`src/rtl/inst_dec_q.sv`:
```
// Decoding instruction queue: RV32IM words are decoded as they are enqueued, and the
// decoded bundle plus PC is buffered in a DEPTH-entry FIFO for the execute stage.
module inst_dec_q #(
  parameter int DEPTH = 4,
  parameter int XLEN  = 32
) (
  input  logic                       i_clk,
  input  logic                       i_rst_n,
  input  logic                       i_valid,
  output logic                       o_ready,
  input  logic [31:0]                i_inst_data,
  input  logic [XLEN-1:0]            i_pc,
  input  logic                       i_flush,
  output logic                       o_valid,
  input  logic                       i_ready,
  output logic [XLEN-1:0]            o_pc,
  output logic [4:0]                 o_rd,
  output logic [4:0]                 o_rs1,
  output logic [4:0]                 o_rs2,
  output logic [XLEN-1:0]            o_imm,
  output logic [2:0]                 o_funct3,
  output logic                       o_alusrc,
  output logic                       o_use_pc,
  output logic                       o_mem_to_reg,
  output logic                       o_reg_write,
  output logic                       o_mem_read,
  output logic                       o_mem_write,
  output logic                       o_branch,
  output logic                       o_jump,
  output logic                       o_illegal,
  output logic [2:0]                 o_op_mode,
  output logic [2:0]                 o_func_op,
  output logic [$clog2(DEPTH+1)-1:0] o_count
);
  localparam int CW = $clog2(DEPTH+1);
  localparam int PW = $clog2(DEPTH);

  localparam logic [2:0] M_LOG = 3'd1, M_SFT = 3'd2, M_CMP = 3'd3, M_ADD = 3'd4,
                         M_MUL = 3'd5, M_DIV = 3'd6, M_REM = 3'd7;

  typedef struct packed {
    logic [XLEN-1:0] pc;
    logic [4:0]      rd;
    logic [4:0]      rs1;
    logic [4:0]      rs2;
    logic [XLEN-1:0] imm;
    logic [2:0]      funct3;
    logic            alusrc;
    logic            use_pc;
    logic            mem_to_reg;
    logic            reg_write;
    logic            mem_read;
    logic            mem_write;
    logic            branch;
    logic            jump;
    logic            illegal;
    logic [2:0]      op_mode;
    logic [2:0]      func_op;
  } bundle_t;

  logic [6:0]      opc, f7;
  logic [2:0]      f3;
  logic [4:0]      rd_f, rs1_f, rs2_f;
  logic [XLEN-1:0] imm_i, imm_s, imm_b, imm_u, imm_j;
  logic            legal;
  bundle_t         dec;

  assign opc   = i_inst_data[6:0];
  assign f3    = i_inst_data[14:12];
  assign f7    = i_inst_data[31:25];
  assign rd_f  = i_inst_data[11:7];
  assign rs1_f = i_inst_data[19:15];
  assign rs2_f = i_inst_data[24:20];
  assign imm_i = XLEN'($signed(i_inst_data[31:20]));
  assign imm_s = XLEN'($signed({i_inst_data[31:25], i_inst_data[11:7]}));
  assign imm_b = XLEN'($signed({i_inst_data[31], i_inst_data[7], i_inst_data[30:25],
                                i_inst_data[11:8], 1'b0}));
  assign imm_u = XLEN'($signed({i_inst_data[31:12], 12'b0}));
  assign imm_j = XLEN'($signed({i_inst_data[31], i_inst_data[19:12], i_inst_data[20],
                                i_inst_data[30:21], 1'b0}));

  always_comb begin
    dec   = '0;
    legal = 1'b1;
    case (opc)
      7'b0110111: begin // LUI
        dec.rd = rd_f; dec.imm = imm_u; dec.alusrc = 1'b1; dec.reg_write = 1'b1;
        dec.op_mode = M_ADD;
      end
      7'b0010111: begin // AUIPC
        dec.rd = rd_f; dec.imm = imm_u; dec.alusrc = 1'b1; dec.use_pc = 1'b1;
        dec.reg_write = 1'b1; dec.op_mode = M_ADD;
      end
      7'b1101111: begin // JAL
        dec.rd = rd_f; dec.imm = imm_j; dec.use_pc = 1'b1; dec.jump = 1'b1;
        dec.reg_write = 1'b1; dec.op_mode = M_ADD;
      end
      7'b1100111: begin // JALR
        dec.rd = rd_f; dec.rs1 = rs1_f; dec.imm = imm_i; dec.alusrc = 1'b1;
        dec.jump = 1'b1; dec.reg_write = 1'b1; dec.op_mode = M_ADD;
        legal = (f3 == 3'b000);
      end
      7'b1100011: begin // BRANCH
        dec.rs1 = rs1_f; dec.rs2 = rs2_f; dec.imm = imm_b; dec.branch = 1'b1;
        dec.op_mode = M_CMP;
        case (f3)
          3'b000:  dec.func_op = 3'd5;
          3'b001:  dec.func_op = 3'd4;
          3'b100:  dec.func_op = 3'd0;
          3'b101:  dec.func_op = 3'd3;
          3'b110:  dec.func_op = 3'd1;
          3'b111:  dec.func_op = 3'd2;
          default: legal = 1'b0;
        endcase
      end
      7'b0000011: begin // LOAD
        dec.rd = rd_f; dec.rs1 = rs1_f; dec.imm = imm_i; dec.alusrc = 1'b1;
        dec.mem_read = 1'b1; dec.mem_to_reg = 1'b1; dec.reg_write = 1'b1;
        dec.op_mode = M_ADD;
        legal = (f3 != 3'b011) && (f3 != 3'b110) && (f3 != 3'b111);
      end
      7'b0100011: begin // STORE
        dec.rs1 = rs1_f; dec.rs2 = rs2_f; dec.imm = imm_s; dec.alusrc = 1'b1;
        dec.mem_write = 1'b1; dec.op_mode = M_ADD;
        legal = (f3 == 3'b000) || (f3 == 3'b001) || (f3 == 3'b010);
      end
      7'b0010011: begin // OP-IMM; shift immediates keep the funct7 bits as decoded
        dec.rd = rd_f; dec.rs1 = rs1_f; dec.imm = imm_i; dec.alusrc = 1'b1;
        dec.reg_write = 1'b1;
        case (f3)
          3'b000: dec.op_mode = M_ADD;
          3'b010: dec.op_mode = M_CMP;
          3'b011: begin dec.op_mode = M_CMP; dec.func_op = 3'd1; end
          3'b100: begin dec.op_mode = M_LOG; dec.func_op = 3'd2; end
          3'b110: begin dec.op_mode = M_LOG; dec.func_op = 3'd1; end
          3'b111: dec.op_mode = M_LOG;
          3'b001: begin dec.op_mode = M_SFT; legal = (f7 == 7'b0000000); end
          default: begin
            dec.op_mode = M_SFT;
            if (f7 == 7'b0000000)      dec.func_op = 3'd2;
            else if (f7 == 7'b0100000) dec.func_op = 3'd3;
            else                       legal = 1'b0;
          end
        endcase
      end
      7'b0110011: begin // OP
        dec.rd = rd_f; dec.rs1 = rs1_f; dec.rs2 = rs2_f; dec.reg_write = 1'b1;
        case ({f7, f3})
          10'b0000000_000: dec.op_mode = M_ADD;
          10'b0100000_000: begin dec.op_mode = M_ADD; dec.func_op = 3'd1; end
          10'b0000000_001: dec.op_mode = M_SFT;
          10'b0000000_010: dec.op_mode = M_CMP;
          10'b0000000_011: begin dec.op_mode = M_CMP; dec.func_op = 3'd1; end
          10'b0000000_100: begin dec.op_mode = M_LOG; dec.func_op = 3'd2; end
          10'b0000000_101: begin dec.op_mode = M_SFT; dec.func_op = 3'd2; end
          10'b0100000_101: begin dec.op_mode = M_SFT; dec.func_op = 3'd3; end
          10'b0000000_110: begin dec.op_mode = M_LOG; dec.func_op = 3'd1; end
          10'b0000000_111: dec.op_mode = M_LOG;
          10'b0000001_000: dec.op_mode = M_MUL;
          10'b0000001_100: dec.op_mode = M_DIV;
          10'b0000001_110: dec.op_mode = M_REM;
          default:         legal = 1'b0;
        endcase
      end
      default: legal = 1'b0;
    endcase
    if (!legal) begin
      dec         = '0;
      dec.illegal = 1'b1;
    end
    dec.funct3 = f3;
    dec.pc     = i_pc;
  end

  bundle_t         mem [DEPTH];
  bundle_t         out_q, out_d;
  logic [PW-1:0]   wptr_q, wptr_d, rptr_q, rptr_d;
  logic [CW-1:0]   count_q, count_d;
  logic            rdy_q, rdy_d;
  logic            push, pop;

  assign push = i_valid && rdy_q;
  assign pop  = (count_q != '0) && i_ready;

  always_comb begin
    wptr_d  = wptr_q + PW'(push);
    rptr_d  = rptr_q + PW'(pop);
    count_d = count_q + CW'(push) - CW'(pop);
    out_d   = out_q;
    if (i_flush) begin
      wptr_d  = '0;
      rptr_d  = '0;
      count_d = '0;
    end else if (count_d != '0) begin
      // A push into a queue that is empty after this cycle's pop becomes the new head.
      out_d = (push && (count_q == CW'(pop))) ? dec : mem[rptr_d];
    end
    rdy_d = (count_d < CW'(DEPTH));
  end

  always_ff @(posedge i_clk) begin
    if (push && !i_flush) mem[wptr_q] <= dec;
  end

  always_ff @(posedge i_clk or negedge i_rst_n) begin
    if (!i_rst_n) begin
      wptr_q  <= '0;
      rptr_q  <= '0;
      count_q <= '0;
      rdy_q   <= 1'b0;
      out_q   <= '0;
    end else begin
      wptr_q  <= wptr_d;
      rptr_q  <= rptr_d;
      count_q <= count_d;
      rdy_q   <= rdy_d;
      out_q   <= out_d;
    end
  end

  assign o_ready      = rdy_q;
  assign o_valid      = (count_q != '0);
  assign o_count      = count_q;
  assign o_pc         = out_q.pc;
  assign o_rd         = out_q.rd;
  assign o_rs1        = out_q.rs1;
  assign o_rs2        = out_q.rs2;
  assign o_imm        = out_q.imm;
  assign o_funct3     = out_q.funct3;
  assign o_alusrc     = out_q.alusrc;
  assign o_use_pc     = out_q.use_pc;
  assign o_mem_to_reg = out_q.mem_to_reg;
  assign o_reg_write  = out_q.reg_write;
  assign o_mem_read   = out_q.mem_read;
  assign o_mem_write  = out_q.mem_write;
  assign o_branch     = out_q.branch;
  assign o_jump       = out_q.jump;
  assign o_illegal    = out_q.illegal;
  assign o_op_mode    = out_q.op_mode;
  assign o_func_op    = out_q.func_op;
endmodule

```
`config.mk`:
```
export PLATFORM = sky130hd
export DESIGN_NAME = inst_dec_q
export DESIGN_NICKNAME = d
export VERILOG_FILES = /design/src/rtl/inst_dec_q.sv
export SDC_FILE = /design/constraint.sdc
export NUM_CORES = 1
export LEC_CHECK = 0
export CAP_MARGIN = 15
export CORE_ASPECT_RATIO = 1.4
export CORE_MARGIN = 5
export CORE_UTILIZATION = 30
export DETAILED_ROUTE_END_ITERATION = 16
export GPL_ROUTABILITY_DRIVEN = 0
export PLACE_DENSITY = 0.47
export SYNTH_ARGS = -nofsm -noshare
export SYNTH_HDL_FRONTEND = slang
export SYNTH_SLANG_ARGS = --single-unit
```
`constraint.sdc`:
```
create_clock -name i_clk -period 12.7 [get_ports i_clk]
set_input_delay 3.81 -clock i_clk [delete_from_list [all_inputs] [get_ports i_clk]]
set_output_delay 3.81 -clock i_clk [all_outputs]
set_load 0.01 [all_outputs]
```
==> impl_metrics.yaml <==
detailed_routing:
  via_per_inst: 5.08
  firstDrtPassIters: 4
  ant_nets: 0
  post_drt_wl_per_cell_um: 23.9
  drt_iter0_drc: 770
  vias: 11900
  wl_um: 56100
  drc: 0
cells_and_area:
  drive_above_1_share: 0.152
  num_antenna_cells: 0
  largest_reg_flops: 384
  n_fill_cell: 6416
  final_nets: 1528
  multi_input_area_mm2: 0.00556
  final_cells: 2351
  area_delta_synth_final_pct: 22.5
  regMostFlops: "mem"
  seq_area_mm2: 0.0141
worst_setup_path:
  setup.worst_path.start: "i_inst_data[14]"
  crit_path_cell_trace: "clkdlybuf4s50_1 -> nor3_1 -> a21oi_1 -> a2111o_1 -> and2_4 -> nand2_1 -> inv_1 -> nor3_1"
  crit_family: "simple AND/OR/NAND/NOR gates"
  cpMaxStageDelayCell: "clkdlybuf4s50_1"
  r2r_start: "o_count[2]"
  path_class: "in -> reg"
  start_kind: "input pin"
  critical_path_required_ps: 13050
  worstPathArrival_ps: 7550
  max_stage_delay_ps: 920
  path_max_fanout: 23
  cp-end-kind: "register"
  crit_top_cell: "nor3_1"
  path_buf_inv: 2
placed_design:
  placedCellCount: 2257
  hpwl_um: 34200
  io_buffers: 170
clocking:
  cts_htree_levels: 2
  cts_hold_buf: 0
  cts_tree: "built"
  cts.path.max_buffers: 3
  clk_pin_slew_ps: 60
  post_cts_buffers: 0
  insertion_delay_ps: 590
  cts.sinks: 488
  cts_resized: 0
  cts_buffers: 50
  cts-root-buf: "clkbuf_16"
sta:
  rsz0062_at_grt: "false"
  timing.final.crit_share: 0.567
  tightest_slew_ps: 1000
  slew_viol_final: 0
  finalSetupTns_ps: 0
  fmax_ghz: 0.139
  skew_ps: 22.6
  final_hold_viol_count: 0
  min_period_ps: 7200
  slew_headroom: 0.331
  setup_viol: 0
synthesis:
  synth_cells: 1302
  synth_area_mm2: 0.0200
  yosysUniqueCellTypes: 65
  ys_ff_latch: 488
  synth_flop_cell: "edfxtp_1"
  synth_edf_count: 384
  ys_warn_count: 0
  synth_nets: 1376
  async_reset_ff_frac: 0.213
  synth_area_per_cell_um2: 15.4
  seq_area_frac_synth: 0.706
power:
  peakVddDrop_uv: 111
  pwr-share-clk: 0.289
  swShare: 0.316
  p_leak_nw: 8.43
  p_int_mw: 3.76
  comb_power_share: 0.334
  seqPwrFrac: 0.377
  p_per_area_mw_per_mm2: 224
  power_switching_mw: 1.74
status:
  status: "complete, no violations"
global_route:
  grtUsageMet2: 0.281
  grt_max_degree: 97
  grt_pass1_wl_um: 84200
  busiest_layer: "met2"
  grtUsageTotal: 0.153
  grt-ovfl-total: 0
  use_met3: 0.0234
  first_global_vias: 12700
  grt_util_met1: 0.187
  antenna_found_initial: 0
hold_path:
  hp-class: "reg -> reg"
  hp-start: "o_imm[20]"
floorplan:
  dieWidth_um: 228
  dieArea_mm2: 0.0720
  coreArea_mm2: 0.0664
  rows: 112
  die_h_um: 316
  start_util: 0.301
  ios: 171
job:
  cap_violations: 0
-- through the flow --
| stage | power, mW | area, um^2 | hold WS (ps) | util | worst slack (ps) |
|---|---|---|---|---|---|
| 6_report | 5.50 | 24500 | 518 | 0.369 | 5500 |
| 5_1_grt | 5.81 | 24500 | 531 | 0.369 | 5250 |
| 4_1_cts | 5.62 | 24500 | 507 | 0.369 | 5510 |
| 3_5_place_dp | 4.01 | 22700 | 494 | 0.342 | 4880 |
| 3_3_place_gp | 3.99 | 22700 | 506 | 0.342 | 4860 |
| 2_1_floorplan | 3.22 | 20000 | 516 | - | 2800 |
-- cells in the mapped netlist, drive strengths merged (7+ instances only) --
master / count / area share
edfxtp: 384 / 0.58
nand2: 141 / 0.026
nor2: 117 / 0.022
dfrtp: 104 / 0.13
mux4: 96 / 0.11
a21oi: 86 / 0.022
clkbuf: 76 / 0.014
a31oi: 58 / 0.018
and3: 34 / 0.011
o21ai: 25 / 0.0063
buf: 18 / 0.0045
nand3: 15 / 0.0038
and2: 13 / 0.0042
nor2b: 13 / 0.0041
a211o: 10 / 0.0044
inv: 9 / 0.0017
or3: 7 / 0.0022
-- logic make-up after synthesis --
logic type      after synthesis  share of synthesized area
compound gates              222                     0.0698
xor+xnor                      5                    0.00219
fa+ha+maj                     5                    0.00350
buf+inv                     103                     0.0205
flops                       488                      0.706
mux                         100                      0.110
simple gates                379                     0.0875
-- power by group through the flow --
stage	Combinational (mW)	Clock, mW	Sequential [mW]
global route	2.02	1.70	2.09
finish	1.84	1.59	2.07
global placement	1.88	0	2.11
floorplan	1.09	0	2.13
CTS	1.90	1.64	2.08
detailed placement	1.89	0	2.11
-- final timing paths --
kind,cells past startpoint,endpoint,slack (ps)
setup / recovery,8,mem[1][7],5500
hold / removal,2,o_imm[20],520
setup reg to reg,13,o_imm[29],8390
hold reg to reg,2,o_imm[20],520
max in group asynchronous,2,o_imm[12],8140
min in group asynchronous,1,o_imm[30],3220
-- layout by cell type (no fill, tap or decap), types with 33 or more instances in the layout --
master	n
and3_1	33
edfxtp_1	384
a21oi_1	85
clkdlybuf4s50_1	169
nor2_1	115
clkbuf_16	51
dfrtp_1	104
mux4_2	96
nand2_1	141
a31oi_1	58
-- layer usage --
metal / wire length (um) / vias to the layer above
met5: 0 / -
met4: 1540 / 0
met3: 1940 / 73
met2: 29700 / 250
met1: 22900 / 6281
li1: - / 5336
-- final cells by class --
cell class | instances | area share
sequential | 488 | 0.577
multi-input combinational | 711 | 0.227
timing repair buffer | 194 | 0.0774
clock buffer | 74 | 0.0613
tap | 855 | 0.0437
clock inverter | 20 | 0.0127
inverter | 9 | 0.00138
-- worst register-to-register path, cell delays in order, from the launching register on --
cell     delay, ps
dfrtp_1        450
or3_1          410
and2_1         220
ha_1           280
inv_1           40
ha_1           190
fa_1           410
xnor2_1        140
xnor2_1        350
a21o_1         170
buf_4          470
nor2_1         270
o21ai_1        570
o21ai_0        190
(Power assumes the default switching activity.)
